==> config.mk <==
export PLATFORM = sky130hd
export DESIGN_NAME = dds_tw_bank
export DESIGN_NICKNAME = d
export VERILOG_FILES = /design/src/rtl/dds_pkg.sv /design/src/rtl/dds_tw_slot.sv /design/src/rtl/dds_tw_bank.sv
export SDC_FILE = /design/constraint.sdc
export NUM_CORES = 1
export LEC_CHECK = 0
export BUFFER_PORTS_ARGS = -buffer_cell sky130_fd_sc_hd__clkbuf_2
export CORE_MARGIN = 5
export CORE_UTILIZATION = 40
export CTS_CLUSTER_DIAMETER = 200
export CTS_CLUSTER_SIZE = 20
export DETAILED_ROUTE_END_ITERATION = 7
export HOLD_SLACK_MARGIN = 0.08
export PLACE_DENSITY = 0.66
export SLEW_MARGIN = 5
export SYNTH_ARGS = -nofsm -noshare
export SYNTH_HDL_FRONTEND = slang
export SYNTH_SLANG_ARGS = --single-unit
export TNS_END_PERCENT = 20
==> constraint.sdc <==
create_clock -name clk -period 13 [get_ports clk]
set_clock_uncertainty 0.05 [all_clocks]
set_input_delay 1.95 -clock clk [delete_from_list [all_inputs] [get_ports clk]]
set_output_delay 1.95 -clock clk [all_outputs]
set_load 0.1 [all_outputs]
==> src/rtl/dds_pkg.sv <==
// Shared types and helpers for the DDS tuning-word register bank.
package dds_pkg;

   typedef enum logic [1:0] {ST_IDLE, ST_LOAD, ST_COMMIT} dds_tw_state_t;

   // Index width that never collapses to zero bits for single-entry ranges.
   function automatic int clog2_min1(input int n);
      return (n > 1) ? $clog2(n) : 1;
   endfunction

endpackage

==> src/rtl/dds_tw_slot.sv <==
// One channel of the bank: shadow word, active word and pending flag.
module dds_tw_slot #(
   parameter int DATA_WIDTH = 32
) (
   input  logic                  clk,
   input  logic                  rsth,
   input  logic                  clrh,
   input  logic                  load,
   input  logic [DATA_WIDTH-1:0] load_data,
   input  logic                  commit,
   output logic [DATA_WIDTH-1:0] active,
   output logic                  pending
);

   logic [DATA_WIDTH-1:0] shadow;

   // A load on the commit edge lands after the transfer, so it stays pending.
   always_ff @(posedge clk or posedge rsth) begin
      if (rsth) begin
         shadow  <= '0;
         active  <= '0;
         pending <= 1'b0;
      end else if (clrh) begin
         shadow  <= '0;
         active  <= '0;
         pending <= 1'b0;
      end else begin
         if (commit) begin
            if (pending) begin
               active <= shadow;
            end
            pending <= 1'b0;
         end
         if (load) begin
            shadow  <= load_data;
            pending <= 1'b1;
         end
      end
   end

endmodule

==> src/rtl/dds_tw_bank.sv <==
// Double-buffered tuning-word bank: multi-beat host loads into shadows, one
// commit strobe retunes every pending channel on the same edge.
module dds_tw_bank
   import dds_pkg::*;
#(
   parameter int DATA_WIDTH = 32,
   parameter int BUS_WIDTH  = 8,
   parameter int NUM_CH     = 4,
   localparam int CH_W      = clog2_min1(NUM_CH)
) (
   input  logic                         clk,
   input  logic                         rsth,
   input  logic                         clrh,
   input  logic                         wr_valid,
   output logic                         wr_ready,
   input  logic [CH_W-1:0]              wr_ch,
   input  logic [BUS_WIDTH-1:0]         wr_data,
   input  logic                         abort_h,
   input  logic                         commit_h,
   output logic [NUM_CH*DATA_WIDTH-1:0] tw_out,
   output logic [NUM_CH-1:0]            pending,
   output logic                         commit_done
);

   localparam int BEATS = DATA_WIDTH / BUS_WIDTH;
   localparam int CNT_W = clog2_min1(BEATS);
   localparam logic [CNT_W-1:0] LAST_BEAT = CNT_W'(BEATS - 1);

   if ((DATA_WIDTH % BUS_WIDTH) != 0) begin : g_width_check
      $error("dds_tw_bank: DATA_WIDTH must be a multiple of BUS_WIDTH");
   end
   if (NUM_CH < 1) begin : g_ch_check
      $error("dds_tw_bank: NUM_CH must be at least 1");
   end

   dds_tw_state_t         state, next_state;
   logic [CNT_W-1:0]      cnt, cnt_n;
   logic [DATA_WIDTH-1:0] asm_q, asm_n, word;
   logic [CH_W-1:0]       ch_lat, ch_n, load_ch;
   logic                  commit_req, req_n;
   logic                  load_en, do_commit, beat;

   assign beat = wr_valid && wr_ready;

   // Current assembly with this cycle's beat merged into its slot.
   always_comb begin
      word = (state == ST_IDLE) ? '0 : asm_q;
      word[cnt*BUS_WIDTH +: BUS_WIDTH] = wr_data;
   end

   always_comb begin
      next_state = state;
      cnt_n      = cnt;
      asm_n      = asm_q;
      ch_n       = ch_lat;
      req_n      = commit_req;
      load_en    = 1'b0;
      load_ch    = ch_lat;
      do_commit  = 1'b0;
      case (state)
         ST_IDLE: begin
            req_n = 1'b0;
            if (commit_h) begin
               do_commit = 1'b1;
            end
            if (beat) begin
               if (BEATS == 1) begin
                  load_en = 1'b1;
                  load_ch = wr_ch;
               end else begin
                  next_state = ST_LOAD;
                  cnt_n      = CNT_W'(1);
                  asm_n      = word;
                  ch_n       = wr_ch;
               end
            end
         end
         ST_LOAD: begin
            if (commit_h) begin
               req_n = 1'b1;
            end
            if (abort_h) begin
               asm_n      = '0;
               cnt_n      = '0;
               next_state = (commit_req || commit_h) ? ST_COMMIT : ST_IDLE;
            end else if (beat) begin
               if (cnt == LAST_BEAT) begin
                  load_en    = 1'b1;
                  asm_n      = '0;
                  cnt_n      = '0;
                  next_state = (commit_req || commit_h) ? ST_COMMIT : ST_IDLE;
               end else begin
                  asm_n = word;
                  cnt_n = cnt + 1'b1;
               end
            end
         end
         ST_COMMIT: begin
            do_commit  = 1'b1;
            req_n      = 1'b0;
            next_state = ST_IDLE;
         end
         default: begin
            next_state = ST_IDLE;
         end
      endcase
   end

   // wr_ready tracks the next state so it is low exactly while in COMMIT.
   always_ff @(posedge clk or posedge rsth) begin
      if (rsth) begin
         state       <= ST_IDLE;
         cnt         <= '0;
         asm_q       <= '0;
         ch_lat      <= '0;
         commit_req  <= 1'b0;
         commit_done <= 1'b0;
         wr_ready    <= 1'b1;
      end else if (clrh) begin
         state       <= ST_IDLE;
         cnt         <= '0;
         asm_q       <= '0;
         ch_lat      <= '0;
         commit_req  <= 1'b0;
         commit_done <= 1'b0;
         wr_ready    <= 1'b1;
      end else begin
         state       <= next_state;
         cnt         <= cnt_n;
         asm_q       <= asm_n;
         ch_lat      <= ch_n;
         commit_req  <= req_n;
         commit_done <= do_commit;
         wr_ready    <= (next_state != ST_COMMIT);
      end
   end

   for (genvar c = 0; c < NUM_CH; c++) begin : g_slot
      dds_tw_slot #(.DATA_WIDTH(DATA_WIDTH)) u_slot (
         .clk       (clk),
         .rsth      (rsth),
         .clrh      (clrh),
         .load      (load_en && (load_ch == CH_W'(c))),
         .load_data (word),
         .commit    (do_commit),
         .active    (tw_out[c*DATA_WIDTH +: DATA_WIDTH]),
         .pending   (pending[c])
      );
   end

endmodule

; ---- Word-level counts from Yosys, hierarchy flattened
; Index checks and enable logic that the tools add are counted.
[totals]
elab_cells = 130
input_bits = 16
reg_bits = 301
output_inout_bits = 134
[op_classes]
n_reduce_logical = 33
n_eq_ne = 10
add_sub_neg = 2
n_shift = 2
muxes = 64
[ops]
columns = operator, count
row1 = 32-bit 2-to-1 mux, 26
row2 = 32-bit case mux with 2 select lines, 1
row3 = 5-bit negation with 34-bit output, 1
row4 = "8-bit by 34-bit variable shift with 32-bit output, first input constant", 1
row5 = 8-bit by 34-bit variable part select with 32-bit output, 1
row6 = 32-bit bitwise mux, 1
row7 = 2-bit 2-to-1 mux, 14
row8 = 2-bit nonzero test, 11
row9 = 1-bit 2-to-1 mux, 18
row10 = 3-bit nonzero test, 6
row11 = 2-bit AND reduction, 6
row12 = "2-bit equality test, second input constant", 4
row13 = 2-bit case mux with 2 select lines, 2
row14 = "3-bit != test, second input constant", 2
row15 = 1-bit logical AND, 5
row16 = "2-bit by 1-bit equality test with 1-bit output, second input constant", 2
row17 = 2-bit logical NOT, 2
row18 = "4-bit != test, second input constant", 1
row19 = 1-bit case mux with 2 select lines, 2
row20 = 3-bit AND reduction, 1
row21 = "2-bit by 1-bit adder with 2-bit output, second input constant", 1
row22 = "2-bit != test, second input constant", 1
row23 = 2-bit OR reduction, 1
row24 = 1-bit logical OR, 1

; ---- Depth between registers and ports, before layout
[depth]
depth_word = 8
ltp_mapped = 8
depth_no_buf = 5

; ---- Modules after synthesis
; From an unflattened synthesis, not the netlist that was laid out.
[unflattened]
cells_unflattened = 1336
hier_area_um2 = 14751.6
[modules_own_cells]
columns = mod, area_per_inst_um2, n_inst, cells_per_inst, seq_area_each_um2
row1 = dds_tw_slot, 2976.6, 4, 254, 1626.6
row2 = dds_tw_bank, 2845.2, 1, 320, 1027.2

; ---- Least setup slack after synthesis
; OpenSTA, ideal clock, no wires.
[synth_timing]
path_type = in2reg
start = in abort_h
end = reg g_slot[0].u_slot.shadow[24]
path_stages = 6
t_arrival_ns = 3.217
setup_ns = 0.128
n_path_buf = 3
t_required_ns = 12.822
slack_ns = 9.606
cell_sequence = buf_6 nor4b_4 a21o_1 buf_4 buf_6 mux2_1
[synth_between]
elab_chain_len = 4
[synth_lines]
columns = item, line_no
row1 = start: declaration, dds_tw_bank.sv:18  ; input logic abort_h,
row2 = 1-bit 2-to-1 mux, dds_tw_bank.sv:82  ; if (abort_h) begin
row3 = 1-bit 2-to-1 mux, dds_tw_bank.sv:60  ; case (state)
row4 = 1-bit logical AND, dds_tw_bank.sv:143  ; .load (load_en && (load_ch == CH_W'(c))),
row5 = 2-bit nonzero test (no source line), --
row6 = end signal: assignment, dds_tw_slot.sv:35  ; shadow <= load_data;
row7 = end: declaration, dds_tw_slot.sv:15  ; logic [DATA_WIDTH-1:0] shadow;
; Every way passes these cells.
; A chain may end at the register's enable or synchronous reset.

; ---- Worst setup path in the final report
[layout_timing]
start = in clrh
end = reg asm_q[16]
[layout_between]
elab_chain_len = 2
word_cells_on_any_way = 5
cone_classes = eq/ne (2) / mux (1) / reduce/logical (2)
[layout_lines]
columns = item, line_no
row1 = start: declaration, dds_tw_bank.sv:13  ; input logic clrh,
row2 = "4-bit != test (no source line), or another cell as far along", --
row3 = 3-bit AND reduction (no source line), --
row4 = end signal: assignment, dds_tw_bank.sv:130  ; asm_q <= asm_n;
row5 = end: declaration, dds_tw_bank.sv:38  ; logic [DATA_WIDTH-1:0] asm_q, asm_n, word;
; Parallel ways exist; a longest one is shown, timed or not.

==> impl_metrics.env <==
export IMPL_outcome="completed"
export IMPL_post_cts_buffers=0
export IMPL_max_vdd_ir_drop_v=0.0000614
export IMPL_ctsHtreeMaxLevel=1
export IMPL_worst_setup_path_start_kind="primary input"
export IMPL_cts_made_buffers=19
export IMPL_crit_family="buffers and inverters"
export IMPL_die_w_um=196
export IMPL_power_leakage_nw=6.28
export IMPL_final_period_utilization_pct=39.5
export IMPL_vias_per_cell=6.28
export IMPL_layout_common_cells="sky130_fd_sc_hd__dfrtp_1, sky130_fd_sc_hd__o21ai_0, sky130_fd_sc_hd__nand3_1"
export IMPL_worstSetupPathType="primary input to register"
export IMPL_maxCapViolations=0
export IMPL_drt_wirelength_per_cell_um=23.3
export IMPL_yosysWarnings=0
export IMPL_finalHoldViolCount=0
export IMPL_synth_async_reset_ratio_pct=100
export IMPL_groute_usage_overall_pct=21.7
export IMPL_fmax_mhz=195
export IMPL_initial_drt_markers=1455
export IMPL_worst_setup_path_end_kind="register"
export IMPL_synth_fa_ha_area_share_pct=0.540
export IMPL_max_slew_margin_pct=10.8
export IMPL_fraction_of_final_layout_cells_with_drive_strength_greater_than_1_pct=16.5
export IMPL_rsz0062_at_grt="false"
export IMPL_dominant_combinational_cell_family_by_area_after_synthesis="compound AO/OA/AOI/OAI gates"
export IMPL_ff_latch_count_synth=301
export IMPL_combined_buffer_and_inverter_count_along_the_critical_path=3
export IMPL_buffer_ports_inserted=149
export IMPL_grt_max_degree=119
export IMPL_final_max_slew_violation_count=0
export IMPL_critPathMostFrequentCell="sky130_fd_sc_hd__buf_4"
export IMPL_power_density_over_the_cells_nw_per_um2=112
export IMPL_start_util_pct=40.4
export IMPL_cp_max_fo=118
export IMPL_hold_path_class="register to register"
export IMPL_layout_setup_ws_ps=7860
export IMPL_wirelength_mm=43.2
export IMPL_synth_mux_area_share_pct=2.67
export IMPL_synth_distinct_cells=58
export IMPL_mappedNetlistNets=1390
export IMPL_critical_path_cell_chain="clkbuf_8 > buf_4 > buf_4 > nor2_1 > o21ai_1 > o221ai_1"
export IMPL_syn_area_per_cell_um2=10.2
export IMPL_grt_first_pass_wirelength_mm=68.4
export IMPL_ys_top_cells_by_area="sky130_fd_sc_hd__dfrtp_1, sky130_fd_sc_hd__o21ai_0, sky130_fd_sc_hd__nand3_1"
export IMPL_finalWorstPathRequiredPeriod_ps=5140
export IMPL_cts_root_buf="sky130_fd_sc_hd__clkbuf_16"
export IMPL_core_um2=34400
export IMPL_dieHeight_um=196
export IMPL_clk_slew_on_worst_s_h_paths_ps=90
export IMPL_synth_yosys_seq_area_share_pct=54.2
export IMPL_max_stage_delay_ps=900
export IMPL_antenna_cells=0
export IMPL_cp_required_ps=13310
export IMPL_synth_edff_count=0
export IMPL_layout_cells_most_common="sky130_fd_sc_hd__dfrtp_1"
export IMPL_synth_xor_area_share_pct=0
export IMPL_preCtsSetupSlack_ps=7480
export IMPL_rr_startpoint="cnt[0]"
export IMPL_detailed_place_hpwl_mm=27.3
export IMPL_globalRouteOverflowTotal=0
export IMPL_max_clock_path_buffers=3
export IMPL_initial_antenna_violation_count=0
export IMPL_top_area_cell_type_share_of_the_netlist_area_pct=54.0
export IMPL_syn_to_final_growth_pct=9.12
export IMPL_cts_resized=0
export IMPL_placer_s_final_routability_congestion_estimate=0.873
export IMPL_row_count=68
export IMPL_synth_area_leader_cell="sky130_fd_sc_hd__dfrtp_1"
export IMPL_clock_tree_from_tritoncts="built"
export IMPL_crit_path_top_delay_cell="sky130_fd_sc_hd__buf_4"
export IMPL_tightest_slew_ps=1330
export IMPL_total_power_mw=1.71
export IMPL_synth_simple_gate_area_share_pct=10.1
export IMPL_cts_hold_repair_buffers=0
export IMPL_arrival_time_worst_endpoint_ps=5450
export IMPL_cp_startpoint="clrh"
export IMPL_route_detailed_drc=0
export IMPL_antenna_violating_nets_post_route=0
export IMPL_timing_hold_worst_start="g_slot[0].u_slot.shadow[27]"
export IMPL_synth_compound_area_share_pct=26.0
export IMPL_number_of_global_route_vias_before_repair=11300
export IMPL_drt_first_pass_iters=7
export IMPL_cts_sink_count=301
export IMPL_final_setup_viol_count=0
export IMPL_synthesis_area_um2=13900
export IMPL_design_final_nets=1414
export IMPL_setup_tns_final_ps=0
export IMPL_top_level_ports=150
export IMPL_clock_insertion_delay_worst_skew_ps=510
export IMPL_dieArea_um2=38600
export IMPL_synthFlopType="sky130_fd_sc_hd__dfrtp_1"
export IMPL_synth_cells=1368
export IMPL_count_of_vias_placed_by_the_detailed_router=11600
[power by group]
part | switching, mW | total, mW | internal (mW)
Clock | 0.317 | 0.590 | 0.273
Sequential | 0.0191 | 0.971 | 0.952
Combinational | 0.114 | 0.144 | 0.0300
[through the flow]
| stage | hold WS [ps] | utilization [%] | instances | area [um2] |
|---|---|---|---|---|
| CTS | 448 | 44.1 | 1852 | 15200 |
| global placement | 424 | 42.6 | 1826 | 14600 |
| floorplan | 408 | - | 1368 | 13900 |
| detailed placement | 430 | 42.6 | 1826 | 14600 |
| global route | 477 | 44.1 | 1852 | 15200 |
| finish | 447 | 44.1 | 1852 | 15200 |
[state kept, by name, summed over array words and instances (netlist names)]
name and cells:
asm_q 32, wr_ready 1, ch_lat 2, commit_req 1
g_slot.u_slot.shadow 128, g_slot.u_slot.pending 4, commit_done 1, state 2
g_slot.u_slot.active 128, cnt 2
[routing by layer]
metal | vias to the layer above | global-route usage, % | routed length (um)
met5 | - | 0 | 0
met4 | 0 | 5.48 | 1110
met3 | 73 | 4.32 | 3560
met2 | 479 | 32.8 | 19600
met1 | 5924 | 32.4 | 18900
li1 | 5152 | - | -
[synthesized netlist by cell type (15+ instances only)]
library cell,n
sky130_fd_sc_hd__inv_1,42
sky130_fd_sc_hd__a211oi_1,96
sky130_fd_sc_hd__mux2_2,25
sky130_fd_sc_hd__o211ai_1,15
sky130_fd_sc_hd__a21oi_1,141
sky130_fd_sc_hd__nor2b_1,22
sky130_fd_sc_hd__nand3_1,160
sky130_fd_sc_hd__a31oi_1,65
sky130_fd_sc_hd__a41oi_1,24
sky130_fd_sc_hd__buf_2,39
sky130_fd_sc_hd__dfrtp_1,300
sky130_fd_sc_hd__o21ai_0,162
sky130_fd_sc_hd__o221ai_1,16
sky130_fd_sc_hd__clkbuf_1,96
sky130_fd_sc_hd__a211o_1,23
[final timing paths]
path | endpoint | slack (ps) | cells past startpoint
max | asm_q[16] | 7860 | 6
min | g_slot[0].u_slot.shadow[27] | 450 | 1
max reg2reg | g_slot[0].u_slot.shadow[29] | 9330 | 4
min reg2reg | g_slot[0].u_slot.shadow[27] | 450 | 1
max in group asynchronous | g_slot[1].u_slot.active[16] | 9150 | 4
min in group asynchronous | commit_done | 1500 | 2
[worst reg2reg max path, cell delays in order (launching register included)]
cell                      delay [ps]
sky130_fd_sc_hd__dfrtp_1         630
sky130_fd_sc_hd__ha_1            460
sky130_fd_sc_hd__nor4b_4        1030
sky130_fd_sc_hd__a21o_1          960
sky130_fd_sc_hd__mux2_2          450
[cell families after synthesis]
kind of cell	Yosys count
multiplexers	33
AND/OR/NAND/NOR	242
flip-flops	301
AO/OA/AOI/OAI	579
buffers and inverters	207
adder cells (fa/ha/maj)	6
[cell type report]
type                       instances  area (um2)
tap                              455         569
multi-input combinational        860        5480
sequential                       301        7530
inverter                          44         173
timing repair buffer             166         882
fill                            3317       19200
clock buffer                      25         498
clock inverter                     1        20.0
No activity file was read; power rests on OpenSTA's default activity.
